$ cat src/rtl/uart_pkg.sv
// uart_pkg: definitions shared by the UART receiver, its transmitter
// counterpart and their benches.
//   UART_DATA_BITS  : payload bits per frame (8N1)
//   UART_IDLE_LEVEL : level of an idle serial line
//   uart_state_t    : frame FSM state encoding
package uart_pkg;

   localparam int   UART_DATA_BITS  = 8;
   localparam logic UART_IDLE_LEVEL = 1'b1;

   typedef enum logic [2:0] {
      IDLE      = 3'd0,
      START     = 3'd1,
      DATA      = 3'd2,
      STOP      = 3'd3,
      WAIT_HIGH = 3'd4
   } uart_state_t;

endpackage

$ cat src/rtl/uart_rx_if.sv
// uart_rx_if: byte-side outputs of the UART receiver.
//   data_out      : last correctly framed byte
//   data_valid    : one-cycle pulse, data_out updated this cycle
//   framing_error : one-cycle pulse, stop bit sampled low
//   busy          : frame in progress
//   state         : FSM state, for debug and checkers
// Handshake: data_valid is a pure strobe with no ready; the consumer must
// take data_out in the cycle data_valid is high or lose it to the next frame.
// master = receiver (drives), slave = byte consumer (observes).
interface uart_rx_if;
   import uart_pkg::*;

   logic [UART_DATA_BITS-1:0] data_out;
   logic                      data_valid;
   logic                      framing_error;
   logic                      busy;
   uart_state_t               state;

   modport master (output data_out, output data_valid, output framing_error,
                   output busy, output state);
   modport slave  (input data_out, input data_valid, input framing_error,
                   input busy, input state);
endinterface

$ cat src/rtl/uart_sync.sv
// uart_sync: two-flop synchronizer for asynchronous pad inputs.
//   clk, rst_n : clock, asynchronous active-low reset
//   d          : asynchronous input
//   q          : synchronized output, two cycles behind d
// Both flops reset to RESET_VAL so an idle-high line reads idle from reset.
module uart_sync #(
   parameter int               WIDTH     = 1,
   parameter logic [WIDTH-1:0] RESET_VAL = '1
) (
   input  logic             clk,
   input  logic             rst_n,
   input  logic [WIDTH-1:0] d,
   output logic [WIDTH-1:0] q
);

   logic [WIDTH-1:0] meta;

   always_ff @(posedge clk or negedge rst_n) begin
      if (!rst_n) begin
         meta <= RESET_VAL;
         q    <= RESET_VAL;
      end else begin
         meta <= d;
         q    <= meta;
      end
   end

endmodule

$ cat src/rtl/uart_rx.sv
// uart_rx: 8N1 UART receiver with mid-bit sampling.
//   CLKS_PER_BIT : clock cycles per bit, 2..255
//   clk, rst_n   : clock, asynchronous active-low reset
//   rx_in        : raw serial line, idle high, asynchronous to clk
//   rx           : byte-side outputs (uart_rx_if master)
module uart_rx
   import uart_pkg::*;
#(
   parameter int CLKS_PER_BIT = 2
) (
   input  logic     clk,
   input  logic     rst_n,
   input  logic     rx_in,
   uart_rx_if.master rx
);

   // Offset of the mid-bit sample point into the start bit.
   localparam logic [7:0] HALF = 8'((CLKS_PER_BIT - 1) / 2);
   localparam logic [7:0] LAST = 8'(CLKS_PER_BIT - 1);

   logic                      rx_s;
   uart_state_t               state_q;
   logic [7:0]                cnt;
   logic [2:0]                idx;
   logic [UART_DATA_BITS-1:0] sh;
   logic [UART_DATA_BITS-1:0] data_q;
   logic                      valid_q;
   logic                      ferr_q;
   logic                      busy_q;

   uart_sync #(.WIDTH(1), .RESET_VAL(UART_IDLE_LEVEL)) u_sync (
      .clk   (clk),
      .rst_n (rst_n),
      .d     (rx_in),
      .q     (rx_s)
   );

   // cnt only ever counts up from 0, so "!= limit" is the same test as
   // "< limit" and stays meaningful when HALF is 0.
   always_ff @(posedge clk or negedge rst_n) begin
      if (!rst_n) begin
         state_q <= IDLE;
         cnt     <= '0;
         idx     <= '0;
         sh      <= '0;
         data_q  <= '0;
         valid_q <= 1'b0;
         ferr_q  <= 1'b0;
         busy_q  <= 1'b0;
      end else begin
         valid_q <= 1'b0;
         ferr_q  <= 1'b0;
         case (state_q)
            IDLE: begin
               busy_q <= 1'b0;
               if (!rx_s) begin
                  state_q <= START;
                  cnt     <= '0;
                  busy_q  <= 1'b1;
               end
            end
            START: begin
               if (cnt != HALF) begin
                  cnt <= cnt + 8'd1;
               end else if (!rx_s) begin
                  state_q <= DATA;
                  cnt     <= '0;
                  idx     <= '0;
               end else begin
                  // Line went back high before mid start bit: a glitch.
                  state_q <= IDLE;
                  cnt     <= '0;
                  busy_q  <= 1'b0;
               end
            end
            DATA: begin
               if (cnt != LAST) begin
                  cnt <= cnt + 8'd1;
               end else begin
                  sh  <= {rx_s, sh[UART_DATA_BITS-1:1]};
                  cnt <= '0;
                  if (idx == 3'd7) state_q <= STOP;
                  else             idx     <= idx + 3'd1;
               end
            end
            STOP: begin
               if (cnt != LAST) begin
                  cnt <= cnt + 8'd1;
               end else begin
                  cnt <= '0;
                  if (rx_s) begin
                     data_q  <= sh;
                     valid_q <= 1'b1;
                     state_q <= IDLE;
                     busy_q  <= 1'b0;
                  end else begin
                     ferr_q  <= 1'b1;
                     state_q <= WAIT_HIGH;
                  end
               end
            end
            WAIT_HIGH: begin
               // A held-low line must not be re-read as fresh start bits.
               if (rx_s) begin
                  state_q <= IDLE;
                  cnt     <= '0;
                  busy_q  <= 1'b0;
               end
            end
            default: begin
               state_q <= IDLE;
               cnt     <= '0;
               busy_q  <= 1'b0;
            end
         endcase
      end
   end

   assign rx.data_out      = data_q;
   assign rx.data_valid    = valid_q;
   assign rx.framing_error = ferr_q;
   assign rx.busy          = busy_q;
   assign rx.state         = state_q;

endmodule

$ cat src/flat_wrapper.sv
// flat-port wrapper written by rule: the top's interface ports become plain ports
module uart_rx_flat import uart_pkg::*;
#(
   parameter int CLKS_PER_BIT = 2
)
  (clk, rst_n, rx_in, rx_data_out, rx_data_valid, rx_framing_error, rx_busy, rx_state);
  uart_rx_if rx_i ();
  input  logic clk;
  input  logic rst_n;
  input  logic rx_in;
  output wire logic [$bits(rx_i.data_out)-1:0] rx_data_out;
  output wire logic [$bits(rx_i.data_valid)-1:0] rx_data_valid;
  output wire logic [$bits(rx_i.framing_error)-1:0] rx_framing_error;
  output wire logic [$bits(rx_i.busy)-1:0] rx_busy;
  output wire logic [$bits(rx_i.state)-1:0] rx_state;
  assign rx_data_out = rx_i.data_out;
  assign rx_data_valid = rx_i.data_valid;
  assign rx_framing_error = rx_i.framing_error;
  assign rx_busy = rx_i.busy;
  assign rx_state = rx_i.state;
  uart_rx #(.CLKS_PER_BIT(CLKS_PER_BIT)) u_core (.clk(clk), .rst_n(rst_n), .rx_in(rx_in), .rx(rx_i));
endmodule
$ cat config.mk
export PLATFORM = sky130hd
export DESIGN_NAME = uart_rx_flat
export DESIGN_NICKNAME = d
export VERILOG_FILES = /design/src/rtl/uart_pkg.sv /design/src/rtl/uart_rx_if.sv /design/src/rtl/uart_sync.sv /design/src/rtl/uart_rx.sv /design/src/flat_wrapper.sv
export SDC_FILE = /design/constraint.sdc
export NUM_CORES = 1
export LEC_CHECK = 0
export ABC_AREA = 1
export CORE_ASPECT_RATIO = 0.7
export CORE_MARGIN = 8
export CORE_UTILIZATION = 53
export CTS_BUF_LIST = sky130_fd_sc_hd__clkbuf_8
export DETAILED_ROUTE_END_ITERATION = 8
export HOLD_SLACK_MARGIN = 0.06
export PLACE_DENSITY = 0.75
export SLEW_MARGIN = 20
export SYNTH_ARGS = -nofsm -noshare
export SYNTH_HDL_FRONTEND = slang
export SYNTH_HIERARCHICAL = 1
export SYNTH_SLANG_ARGS = --single-unit
$ cat constraint.sdc
create_clock -name clk -period 1.25 [get_ports clk]
set_input_delay 0.1875 -clock clk [delete_from_list [all_inputs] [get_ports clk]]
set_output_delay 0.1875 -clock clk [all_outputs]
set_load 0.01 [all_outputs]
## Word level (Yosys, flattened, before mapping)

Cells that the tools add are included.

| storage, ports and cells | value |
|---|---|
| register bits after elaboration | 35 |
| bits in latches | 0 |
| bits in writable memories | 0 |
| memory bits (read-only) | 0 |
| input port bits | 3 |
| output and inout bits | 14 |
| logic and storage cells | 67 |
| memories kept | 0 |

| operators by class | value |
|---|---|
| add/subtract/negate cells | 2 |
| multiply operators | 0 |
| div/mod/pow operators | 0 |
| $lt $le $gt $ge | 0 |
| equality and inequality tests | 14 |
| shifts and indexed selects | 0 |
| mux-type cells | 29 |
| bitwise operators | 2 |
| reductions and logical operators | 10 |

Operator list:

| kind | count |
|---|---|
| $mux W3 | 11 |
| $mux W8 | 4 |
| $pmux W8 S4 | 1 |
| $pmux W3 S5 | 1 |
| $ne A2 B2 Y1 const B | 7 |
| $mux W1 | 9 |
| $add A8 B1 Y8 const B | 1 |
| $ne A8 B1 Y1 const B | 1 |
| $reduce_bool A8 Y1 | 1 |
| $eq A3 B2 Y1 const B | 2 |
| $eq A3 B3 Y1 const B | 2 |
| $pmux W3 S2 | 1 |
| $reduce_and A3 Y1 | 2 |
| $reduce_and A6 Y1 | 1 |
| $pmux W1 S5 | 1 |
| $reduce_and A5 Y1 | 1 |
| $reduce_and A2 Y1 | 2 |
| $add A3 B1 Y3 const B | 1 |
| $eq A3 B1 Y1 const B | 1 |
| $logic_not A3 Y1 | 1 |
| $mux W2 | 1 |
| $ne A2 B1 Y1 const B | 1 |
| $not A1 Y1 | 2 |
| $reduce_bool A2 Y1 | 1 |
| $reduce_or A2 Y1 | 1 |

## Longest topological paths before layout

| depth | value |
|---|---|
| depth after elaboration | 4 |
| depth in mapped cells | 9 |
| mapped depth without buffers | 9 |

## Cells and area by module

Netlist, hierarchy kept.

By module, submodules not included:

| module | times used | cells each | area each (µm²) | sequential area each (µm²) |
|---|---|---|---|---|
| uart_rx | 1 | 191 | 1729.2 | 825.8 |
| uart_sync | 1 | 2 | 52.6 | 52.6 |

## Worst setup path before layout

Ideal clock, no wire load.

| path | value |
|---|---|
| kind | register -> register |
| from | register u_core.cnt[1] |
| to | register u_core.data_q[6], in the netlist u_core/rx.data_out[6] |
| library setup time | 118 ps |
| data arrival time | 1228 ps |
| data required time | 1132 ps |
| path slack | -96 ps |
| stages on the path, launching flop included | 9 |
| buffers on the path | 1 |
| period minus slack after synthesis | 1346 ps |
| cell sequence | dfrtp_1 inv_1 ha_1 nand2_4 nor2_8 nand3_4 buf_6 nand2_2 o21ai_2 |

| between the ends | value |
|---|---|
| longest elaborated chain between the ends | 3 |

Ends and longest elaborated chain:

| item | line | source |
|---|---|---|
| start, declared | uart_rx.sv:23 | `logic [7:0] cnt;` |
| start signal, assigned | uart_rx.sv:64 | `cnt <= cnt + 8'd1;` |
| start signal, assigned | uart_rx.sv:78 | `cnt <= cnt + 8'd1;` |
| start signal, assigned | uart_rx.sv:88 | `cnt <= cnt + 8'd1;` |
| $ne A8 B1 Y1 | uart_rx.sv:87 | `if (cnt != LAST) begin` |
| $not A1 Y1 (no source line) | n/a |  |
| $reduce_and A3 Y1 (no source line) | n/a |  |
| end signal, assigned | uart_rx.sv:92 | `data_q <= sh;` |
| end, declared | uart_rx.sv:26 | `logic [UART_DATA_BITS-1:0] data_q;` |

No other way between the ends.
A chain may end at the register's enable or synchronous reset.

## Worst setup path after layout

| path | value |
|---|---|
| from | register u_core.cnt[1] |
| to | register u_core.data_q[0], in the netlist u_core/rx.data_out[0] |

The elaborated chain is that of the path after synthesis.

==> out/qor.yml <==
rsz0062_at_grt: "yes"
holdCritPathClass: "input port to asynchronous set/reset pin"
synth_edf_count: 0
syn_avg_cell_area_sq_um: 9.232
cts_tree: "done"
worstReg2RegStart: "u_core/cnt[1]"
power.leakage_uw: 0.001293
crit_chain: "inv_2 -> ha_2 -> nand2_4 -> nor2_8 -> buf_12 -> inv_2 -> nor3_4 -> nand2_1 -> nand2_1"
hpwlAfterDp_um: 2767
startpoint_type: "flop"
drt-total-wl_um: 5095
endpoint_kind: "flop"
skew_ps: 6.870
startpoint: "u_core/cnt[1]"
path_delay_family: "simple AND/OR/NAND/NOR gates"
grt_pass1_vias: 1684
max_slew_margin: 0.8074
die_h_um: 64.51
final_nets: 264
drtIter0Drc: 104
clockRootBuffer: "clkbuf_8"
cp.arrival_ps: 1740
setup_viol: 32
crit_type: "flop to flop"
p_sw_uw: 1946
n_fill_cell: 174
io_pins: 17
synthArstFlopShare: 1.000
avgRoutedWirePerCell_um: 17.27
place_ws_ps: -187.0
antenna_left: 0
synth_largest_area_cell: "dfrtp_1"
dieArea_sq_um: 5503
ys_top_cells_by_area: "dfrtp_1, nand2_1, o21ai_2"
viasPerCell: 5.451
diodes: 0
drive_above_1_share: 0.4981
start_util: 0.5584
clk_path_buf_depth: 2
grt_usage: 0.1721
core_sq_um: 3191
synth_ff_type: "dfrtp_1"
p_seq_frac: 0.294
dieWidth_um: 85.30
syn2layout_area_growth_pct: 47.26
internal-power_uw: 2980
maxCapViolCount: 0
slowest_stage: "dfrtp_1"
ys_types: 26
synth_top_area_share: 0.4635
antenna_found_initial: 0
rows: 17
fmax_mhz: 652.4
cts-buffers-inserted: 5
seqCellArea_sq_um: 880.8
worst-path-buf-inv: 3
pwr-share-comb: 0.503
path_clk_slew_ps: 70
outcome: "complete, but fails checks"
clk_latency_ps: 280
powerDensity_nw_per_um2: 1877
ys.warnings.count: 6
multiInputGateArea_sq_um: 1006
grt_max_degree: 36
htree_levels: 2
synth_seq_cells: 35
synth_most_common_cell: "nand2_1"
grt_overflow: 0
drt_drc_violations_left: 0
cpPeakStageDelay_ps: 390
fin_crit_sh: 1.226
globalplace.congestion: 0.8737
p_sw_frac: 0.3950
drt_first_pass_iters: 4
required_ps: 1450
peakVddDrop_mv: 1.229
mappedNetlistNets: 201
hold_viol: 0
synth.cell_area_sq_um: 1782
cp_max_fo: 3
violations: "setup timing"
vias: 1608
cts.sinks: 35
worst_slew_pin_slew_ps: 287.9
syn_inst: 193
portBuffers: 16
yosysSeqAreaShare: 0.4930
pwr-share-clk: 0.203
drv_slew: 0
setup_ws_ps: -282.8
grt_pass1_wl_um: 7596
synth_common_cells: "nand2_1, dfrtp_1, inv_1"
worst_hold_slack_ps: 263.7
finalCriticalPeriod_ps: 1533
-- final timing paths --
path,to,slack (ps),depth (start not counted)
worst max-delay path,u_core/rx.data_out[0],-280,9
max in group asynchronous,u_core/u_sync/q,730,2
min in group clk,u_core/u_sync/meta,310,1
worst max register to register,u_core/rx.data_out[0],-280,9
worst min register to register,u_core/u_sync/q,360,0
worst min-delay path,u_core/cnt[7],260,2
-- layout make-up --
class,instances,area share
sequential,35,0.3357
inverter,26,0.03720
tap,38,0.01812
clock buffer,5,0.02623
multi-input combinational,132,0.3834
clock inverter,3,0.01669
timing repair buffer,56,0.1826
-- worst register-to-register path, cell delays in order (launching register included) --
cell	delay (ps)
dfrtp_1	390
inv_2	100
ha_2	190
nand2_4	90
nor2_8	150
buf_12	140
inv_2	70
nor3_4	130
nand2_1	80
nand2_1	120
-- power groups by stage --
stage / sequential (uW) / clock (uW) / combinational [uW]
global placement: 1480 / 0 / 1580
floorplan: 1520 / 0 / 972
CTS: 1440 / 1020 / 2110
detailed placement: 1490 / 0 / 1640
finish: 1450 / 1000 / 2480
global route: 1470 / 1060 / 2660
-- per-stage QoR --
stage | area [sq um] | total power [uW] | setup TNS [ps] | utilization | cells
global route | 2624 | 5181 | -8244 | 0.8224 | 295
CTS | 2507 | 4561 | -4205 | 0.7859 | 291
detailed placement | 2193 | 3135 | -3602 | 0.6875 | 272
floorplan | 1797 | 2489 | -377.7 | - | 193
global placement | 2193 | 3066 | -2350 | 0.6875 | 272
finish | 2624 | 4926 | -5719 | 0.8224 | 295
-- registers in the layout, summed over array words and instances, names as in the netlist --
register	flops
u_core/cnt	8
u_core/rx.state	3
u_core/rx.framing_error	1
u_core/u_sync/q	1
u_core/rx.data_valid	1
u_core/rx.busy	1
u_core/rx.data_out	8
u_core/sh	8
u_core/u_sync/meta	1
u_core/idx	3
-- logic make-up after synthesis --
| group | Yosys count | share of synthesized area |
|---|---|---|
| AND/OR/NAND/NOR | 86 | 0.2395 |
| AO/OA/AOI/OAI | 35 | 0.1454 |
| flip-flops | 35 | 0.4930 |
| buffers and inverters | 28 | 0.06741 |
| adder cells (fa/ha/maj) | 5 | 0.03511 |
| XOR/XNOR | 4 | 0.01966 |
-- timing repair --
action | in CTS | in global routing
hold buffers | 0 | 0
resized for setup | 49 | 25
gates cloned | 2 | 0
setup endpoints to repair | 44 | 34
buffers inserted | 9 | 4
endpoints found under the hold margin | 0 | 0
pin swaps | 18 | 15
-- cells in the final DEF (no fill, tap or decap), types with 6 or more instances in the layout --
master         count
buf_4             34
dfrtp_1           31
dlygate4sd2_1     13
inv_1             19
inv_2              7
nand2_1           40
nand2_2           14
nand2_4            6
nor2_4             6
o21ai_2           19
-- metal layers --
layer | up-vias | wire (um) | share of wire | track usage
li1 | 758 | - | - | -
met1 | 778 | 2169 | 0.43 | 0.2055
met2 | 55 | 2460 | 0.48 | 0.2961
met3 | 17 | 316 | 0.062 | 0.04277
met4 | 0 | 148 | 0.029 | 0.06304
met5 | - | 0 | 0 | 0
Note: power is estimated with default switching activity, not from simulation.
